[config.mk]
export PLATFORM = sky130hd
export DESIGN_NAME = muldiv_unit
export DESIGN_NICKNAME = d
export VERILOG_FILES = /design/src/rtl/muldiv_pkg.sv /design/src/rtl/muldiv_unit_div_iter.sv /design/src/rtl/muldiv_unit.sv
export VERILOG_INCLUDE_DIRS = /design/src /design/src/rtl
export SDC_FILE = /design/constraint.sdc
export NUM_CORES = 2
export LEC_CHECK = 0
export ABC_CLOCK_PERIOD_IN_PS = 10490
export BUFFER_PORTS_ARGS = -buffer_cell sky130_fd_sc_hd__buf_2
export CAP_MARGIN = 20
export CORE_AREA = 2 2 242 422
export CTS_CLUSTER_SIZE = 40
export DETAILED_ROUTE_END_ITERATION = 7
export DIE_AREA = 0 0 244 424
export HOLD_SLACK_MARGIN = 0.06
export PLACE_DENSITY = 0.65
export SLEW_MARGIN = 20
export SYNTH_ARGS = -nofsm -noshare
export SYNTH_HDL_FRONTEND = slang
export SYNTH_SLANG_ARGS = --single-unit
[constraint.sdc]
create_clock -name clk_i -period 10.49 [get_ports clk_i]
set_input_delay 0 -clock clk_i [delete_from_list [all_inputs] [get_ports clk_i]]
set_output_delay 0 -clock clk_i [all_outputs]
set_load 0.005 [all_outputs]
[src/rtl/defines_header.svh]
// ALU control codes shared by the ALU decoder, the main ALU and the M-extension unit.
`ifndef DEFINES_HEADER_SVH
`define DEFINES_HEADER_SVH

`define ALU_CONTROL_SIZE 5

`define ALU_ADD    5'd0
`define ALU_SUB    5'd1
`define ALU_AND    5'd2
`define ALU_OR     5'd3
`define ALU_XOR    5'd4
`define ALU_SLT    5'd5
`define ALU_SLTU   5'd6
`define ALU_SLL    5'd7
`define ALU_SRL    5'd8
`define ALU_SRA    5'd9
`define ALU_MUL    5'd10
`define ALU_MULH   5'd11
`define ALU_MULHSU 5'd12
`define ALU_MULHU  5'd13
`define ALU_DIV    5'd14
`define ALU_DIVU   5'd15
`define ALU_REM    5'd16
`define ALU_REMU   5'd17

`endif

[src/rtl/muldiv_pkg.sv]
// Shared types and helpers for the RV32M multiply/divide unit.
`ifndef DEFINES_HEADER_SVH
`include "defines_header.svh"
`endif

package muldiv_pkg;

  typedef enum logic [1:0] {
    MD_IDLE,
    MD_DIV,
    MD_ADJ,
    MD_DONE
  } muldiv_state_e;

  function automatic logic is_muldiv(input logic [`ALU_CONTROL_SIZE-1:0] code);
    case (code)
      `ALU_MUL, `ALU_MULH, `ALU_MULHSU, `ALU_MULHU,
      `ALU_DIV, `ALU_DIVU, `ALU_REM, `ALU_REMU: return 1'b1;
      default:                                  return 1'b0;
    endcase
  endfunction

endpackage

[src/rtl/muldiv_unit_div_iter.sv]
// Restoring divider datapath: one quotient bit per step, 32 steps per divide.
module div_iter #(
  parameter int unsigned XLEN = 32
) (
  input  logic            clk_i,
  input  logic            rst_i,
  input  logic            load_i,
  input  logic [XLEN-1:0] dividend_i,
  input  logic [XLEN-1:0] divisor_i,
  input  logic            step_i,
  output logic [XLEN-1:0] quotient_o,
  output logic [XLEN-1:0] remainder_o,
  output logic            last_o
);

  logic [XLEN-1:0] rem_q;
  logic [XLEN-1:0] quo_q;
  logic [XLEN-1:0] dvs_q;
  logic [5:0]      cnt_q;

  logic [XLEN:0]   trial;
  logic [XLEN:0]   diff;

  // The dividend is shifted out of the quotient register as quotient bits shift in.
  always_comb begin
    trial = {rem_q, quo_q[XLEN-1]};
    diff  = trial - {1'b0, dvs_q};
  end

  always_ff @(posedge clk_i) begin
    if (rst_i) begin
      rem_q <= '0;
      quo_q <= '0;
      dvs_q <= '0;
      cnt_q <= '0;
    end else if (load_i) begin
      rem_q <= '0;
      quo_q <= dividend_i;
      dvs_q <= divisor_i;
      cnt_q <= '0;
    end else if (step_i) begin
      if (!diff[XLEN]) begin
        rem_q <= diff[XLEN-1:0];
        quo_q <= {quo_q[XLEN-2:0], 1'b1};
      end else begin
        rem_q <= trial[XLEN-1:0];
        quo_q <= {quo_q[XLEN-2:0], 1'b0};
      end
      cnt_q <= cnt_q + 6'd1;
    end
  end

  assign quotient_o  = quo_q;
  assign remainder_o = rem_q;
  assign last_o      = (cnt_q == 6'd31);

endmodule

[src/rtl/muldiv_unit.sv]
// RV32M execute unit: single-cycle multiplies, 32-step restoring divide with start/busy/done handshake.
`ifndef DEFINES_HEADER_SVH
`include "defines_header.svh"
`endif

module muldiv_unit
  import muldiv_pkg::*;
#(
  parameter int unsigned XLEN = 32
) (
  input  logic                         clk_i,
  input  logic                         rst_i,
  input  logic                         start_i,
  input  logic                         flush_i,
  input  logic [`ALU_CONTROL_SIZE-1:0] alu_control_i,
  input  logic [XLEN-1:0]              src_a_i,
  input  logic [XLEN-1:0]              src_b_i,
  output logic                         busy_o,
  output logic                         done_o,
  output logic [XLEN-1:0]              result_o
);

  muldiv_state_e                state_q;
  logic                         busy_q;
  logic                         done_q;
  logic [XLEN-1:0]              result_q;
  logic [`ALU_CONTROL_SIZE-1:0] op_q;
  logic                         neg_quot_q;
  logic                         neg_rem_q;

  logic                         is_mul;
  logic                         quot_op;
  logic                         signed_div;
  logic                         a_neg;
  logic                         b_neg;
  logic [XLEN-1:0]              a_mag;
  logic [XLEN-1:0]              b_mag;
  logic                         div_by_zero;
  logic                         div_ovf;
  logic                         accept;
  logic                         div_load;
  logic                         div_step;
  logic                         div_last;
  logic [XLEN-1:0]              div_quot;
  logic [XLEN-1:0]              div_rem;
  logic [XLEN-1:0]              adj_result;

  logic                         a_sx;
  logic                         b_sx;
  logic [2*XLEN-1:0]            a_ext;
  logic [2*XLEN-1:0]            b_ext;
  logic [2*XLEN-1:0]            product;
  logic [XLEN-1:0]              mul_result;

  always_comb begin
    is_mul     = (alu_control_i == `ALU_MUL)    || (alu_control_i == `ALU_MULH) ||
                 (alu_control_i == `ALU_MULHSU) || (alu_control_i == `ALU_MULHU);
    quot_op    = (alu_control_i == `ALU_DIV)    || (alu_control_i == `ALU_DIVU);
    signed_div = (alu_control_i == `ALU_DIV)    || (alu_control_i == `ALU_REM);
  end

  // Sign-extending both operands to 64 bits gives the exact signed/mixed product modulo 2^64.
  always_comb begin
    a_sx       = ((alu_control_i == `ALU_MULH) || (alu_control_i == `ALU_MULHSU)) && src_a_i[XLEN-1];
    b_sx       = (alu_control_i == `ALU_MULH) && src_b_i[XLEN-1];
    a_ext      = {{XLEN{a_sx}}, src_a_i};
    b_ext      = {{XLEN{b_sx}}, src_b_i};
    product    = a_ext * b_ext;
    mul_result = (alu_control_i == `ALU_MUL) ? product[XLEN-1:0] : product[2*XLEN-1:XLEN];
  end

  always_comb begin
    a_neg       = signed_div && src_a_i[XLEN-1];
    b_neg       = signed_div && src_b_i[XLEN-1];
    a_mag       = a_neg ? (~src_a_i + 1'b1) : src_a_i;
    b_mag       = b_neg ? (~src_b_i + 1'b1) : src_b_i;
    div_by_zero = (src_b_i == '0);
    div_ovf     = signed_div && (src_a_i == {1'b1, {(XLEN-1){1'b0}}}) && (src_b_i == '1);
  end

  always_comb begin
    accept   = start_i && !flush_i && is_muldiv(alu_control_i) &&
               ((state_q == MD_IDLE) || (state_q == MD_DONE));
    div_load = accept && !is_mul && !div_by_zero && !div_ovf;
    div_step = (state_q == MD_DIV) && !flush_i;
  end

  div_iter #(
    .XLEN(XLEN)
  ) u_div_iter (
    .clk_i       (clk_i),
    .rst_i       (rst_i),
    .load_i      (div_load),
    .dividend_i  (a_mag),
    .divisor_i   (b_mag),
    .step_i      (div_step),
    .quotient_o  (div_quot),
    .remainder_o (div_rem),
    .last_o      (div_last)
  );

  always_comb begin
    adj_result = '0;
    if ((op_q == `ALU_DIV) || (op_q == `ALU_DIVU)) begin
      adj_result = neg_quot_q ? (~div_quot + 1'b1) : div_quot;
    end else begin
      adj_result = neg_rem_q ? (~div_rem + 1'b1) : div_rem;
    end
  end

  always_ff @(posedge clk_i) begin
    if (rst_i) begin
      state_q    <= MD_IDLE;
      busy_q     <= 1'b0;
      done_q     <= 1'b0;
      result_q   <= '0;
      op_q       <= '0;
      neg_quot_q <= 1'b0;
      neg_rem_q  <= 1'b0;
    end else if (flush_i) begin
      state_q <= MD_IDLE;
      busy_q  <= 1'b0;
      done_q  <= 1'b0;
    end else begin
      case (state_q)
        MD_IDLE, MD_DONE: begin
          done_q  <= 1'b0;
          state_q <= MD_IDLE;
          if (accept) begin
            if (is_mul) begin
              result_q <= mul_result;
              done_q   <= 1'b1;
              state_q  <= MD_DONE;
            end else if (div_by_zero) begin
              result_q <= quot_op ? '1 : src_a_i;
              done_q   <= 1'b1;
              state_q  <= MD_DONE;
            end else if (div_ovf) begin
              result_q <= quot_op ? {1'b1, {(XLEN-1){1'b0}}} : '0;
              done_q   <= 1'b1;
              state_q  <= MD_DONE;
            end else begin
              op_q       <= alu_control_i;
              neg_quot_q <= a_neg ^ b_neg;
              neg_rem_q  <= a_neg;
              busy_q     <= 1'b1;
              state_q    <= MD_DIV;
            end
          end
        end
        MD_DIV: begin
          if (div_last) begin
            state_q <= MD_ADJ;
          end
        end
        MD_ADJ: begin
          result_q <= adj_result;
          busy_q   <= 1'b0;
          done_q   <= 1'b1;
          state_q  <= MD_DONE;
        end
        default: begin
          busy_q  <= 1'b0;
          done_q  <= 1'b0;
          state_q <= MD_IDLE;
        end
      endcase
    end
  end

  assign busy_o   = busy_q;
  assign done_o   = done_q;
  assign result_o = result_q;

endmodule
==> impl_metrics.tcl <==
set metrics [dict create \
    cp_slowest_cell "fa_1" \
    finalCritPeriodShare 0.8901 \
    fillers 9625 \
    wl_per_cell_um 25.33 \
    ys.flop_type "dfxtp_1" \
    async_flop_share 0 \
    status "finished, final reports clean" \
    maxSlewViolCount 0 \
    cp.arrival_ns 9.66 \
    synth_area_um2 49600 \
    final_cell_mix "inv_1, fa_1, nand2_1" \
    worst_ep_required_time_ns 10.81 \
    synth.distinct_cells 85 \
    avgSynthCellArea_um2 8.451 \
    ios 107 \
    path_max_fanout 11 \
    vias 41000 \
    drt-total-wl_mm 179.0 \
    dp_hpwl_mm 141.4 \
    crit_path_start_kind "input port" \
    cts_root_buf "clkbuf_16" \
    insertion_delay_ns 0.45 \
    slew_headroom 0.1839 \
    grt_usage 0.3534 \
    first_global_vias 43780 \
    cts_max_path_buffers 2 \
    place_congestion 1.004 \
    critical_path_class "input port to register" \
    numPortBuffers 106 \
    initial_core_util 0.4941 \
    end_kind "register" \
    finalSetupViolCount 0 \
    drc 0 \
    die_area_um2 103500 \
    syn_inst 5869 \
    clkSinkCount 144 \
    hp-class "input port to register" \
    post_cts_resized 0 \
    rows 154 \
    antenna_found_initial 15 \
    htreeDepth 4 \
    maxCapViolCount 0 \
    viasPerCell 5.801 \
    final_common_cell "inv_1" \
    skew_ns 0.008449 \
    ant_nets 0 \
    gr-total-overflow 0 \
    seq_area_frac_synth 0.05812 \
    critPathMaxStageDelay_ns 0.76 \
    max_freq_mhz 107.1 \
    cp_common_cell "fa_1" \
    period_needed_ns 9.337 \
    drtIter0Drc 2858 \
    yosysWarningCount 0 \
    clkTransAtPathRegs_ns 0.06 \
    first_pass_iters 8 \
    ys_ff_latch 144 \
    synth_edf_count 0 \
    cts_tree "yes" \
    hold_viol 0 \
    fin_setup_tns_ns 0 \
    synth.net_count 7320 \
    drive_gt1_frac 0.05105 \
    grt_pass1_wl_mm 269.3 \
    final_nets 7178 \
    synthToLayoutAreaGrowth_pct 4.551 \
    cts-buffers-inserted 17 \
    rsz0062_at_grt "false" \
    worst_pin_slew_ns 1.220 \
    die_x_um 244 \
    coreArea_um2 100400 \
    grt_max_degree 96 \
    final_util 0.5166 \
    die_y_um 424 \
]
area by class of cell:
type | count | area [µm²] | share of cell area
Clock buffer | 22 | 464.2 | 0.008951
Timing Repair Buffer | 218 | 1386 | 0.02673
Clock inverter | 9 | 132.6 | 0.002557
Multi-Input combinational cell | 4112 | 40690 | 0.7847
Inverter | 1234 | 4632 | 0.08932
Antenna cell | 3 | 7.507 | 0.0001448
Sequential cell | 144 | 2883 | 0.05559
Tap cell | 1326 | 1659 | 0.03199
cells in the mapped netlist (55+ instances only):
master,count,area [µm²]
nor2_1,229,859.6
and2_1,308,1927
xor2_1,84,735.7
nand3_1,55,275.3
nand2_1,971,3645
fa_1,1126,22540
buf_1,95,356.6
inv_1,1232,4624
a21oi_1,225,1126
ha_1,252,3153
dfxtp_1,144,2883
xnor2_1,131,1147
o21ai_0,141,705.7
clkbuf_1,267,1002
stage by stage:
stage	instances	setup slack [ns]	area, µm²	hold WS (ns)
floorplan	5869	1.891	49600	0.07931
global placement	7029	0.9751	51190	0.3078
detailed placement	7029	0.8507	51190	0.3120
CTS	7065	1.146	51840	0.09280
global route	7066	0.8539	51850	0.1369
finish	7068	1.153	51860	0.1300
flip-flops by register name (all words and copies together) (netlist names):
name                    flops
neg_rem_q                   1
u_div_iter.cnt_q            6
busy_o                      1
done_o                      1
u_div_iter.dvs_q           32
u_div_iter.remainder_o     32
state_q                     2
u_div_iter.quotient_o      32
result_o                   32
neg_quot_q                  1
op_q                        4
what timing repair did:
action | CTS | global route
setup endpoints to repair | 0 | 0
hold endpoints to repair | 37 | 0
hold buffers | 5 | 0
setup buffers | 0 | 0
per-layer routing:
metal / share of wire / GRT usage / vias up
met5: 0.00051 / 0 / -
met4: 0.11 / 0.3002 / 12
met3: 0.069 / 0.05781 / 704
met2: 0.49 / 0.6076 / 1810
met1: 0.33 / 0.3772 / 21010
li1: - / - / 17460
critical path, delay by kind of cell:
kind	cells	cell delay, ns
adder cells (fa/ha/maj)	9	4.99
AND/OR/NAND/NOR	3	0.76
buffers and inverters	7	1.75
multiplexers	1	0.22
AO/OA/AOI/OAI	8	1.91
path summary, 6_finish.rpt:
path,cells after the start,to,start,slack [ns]
setup reg to reg,14,u_div_iter.remainder_o[27],u_div_iter.quotient_o[31],6.24
hold / removal,4,neg_quot_q,alu_control_i[0],0.13
setup / recovery,28,result_o[29],alu_control_i[3],1.15
hold reg to reg,2,result_o[2],result_o[2],0.46
cells by family (layout without fill, tap and decap cells):
kind of cell	Yosys count	in the layout	synth area share
XOR/XNOR	216	216	0.03842
multiplexers	31	31	0.006256
flip-flops	144	144	0.05812
other	0	3	0
adder cells (fa/ha/maj)	1378	1378	0.5180
AO/OA/AOI/OAI	726	726	0.09454
AND/OR/NAND/NOR	1761	1761	0.1618
buffers and inverters	1613	1483	0.1228
Power is left out: the tool's default activity adds up to more than one toggle a clock period on the data nets, which glitch-free logic cannot reach.
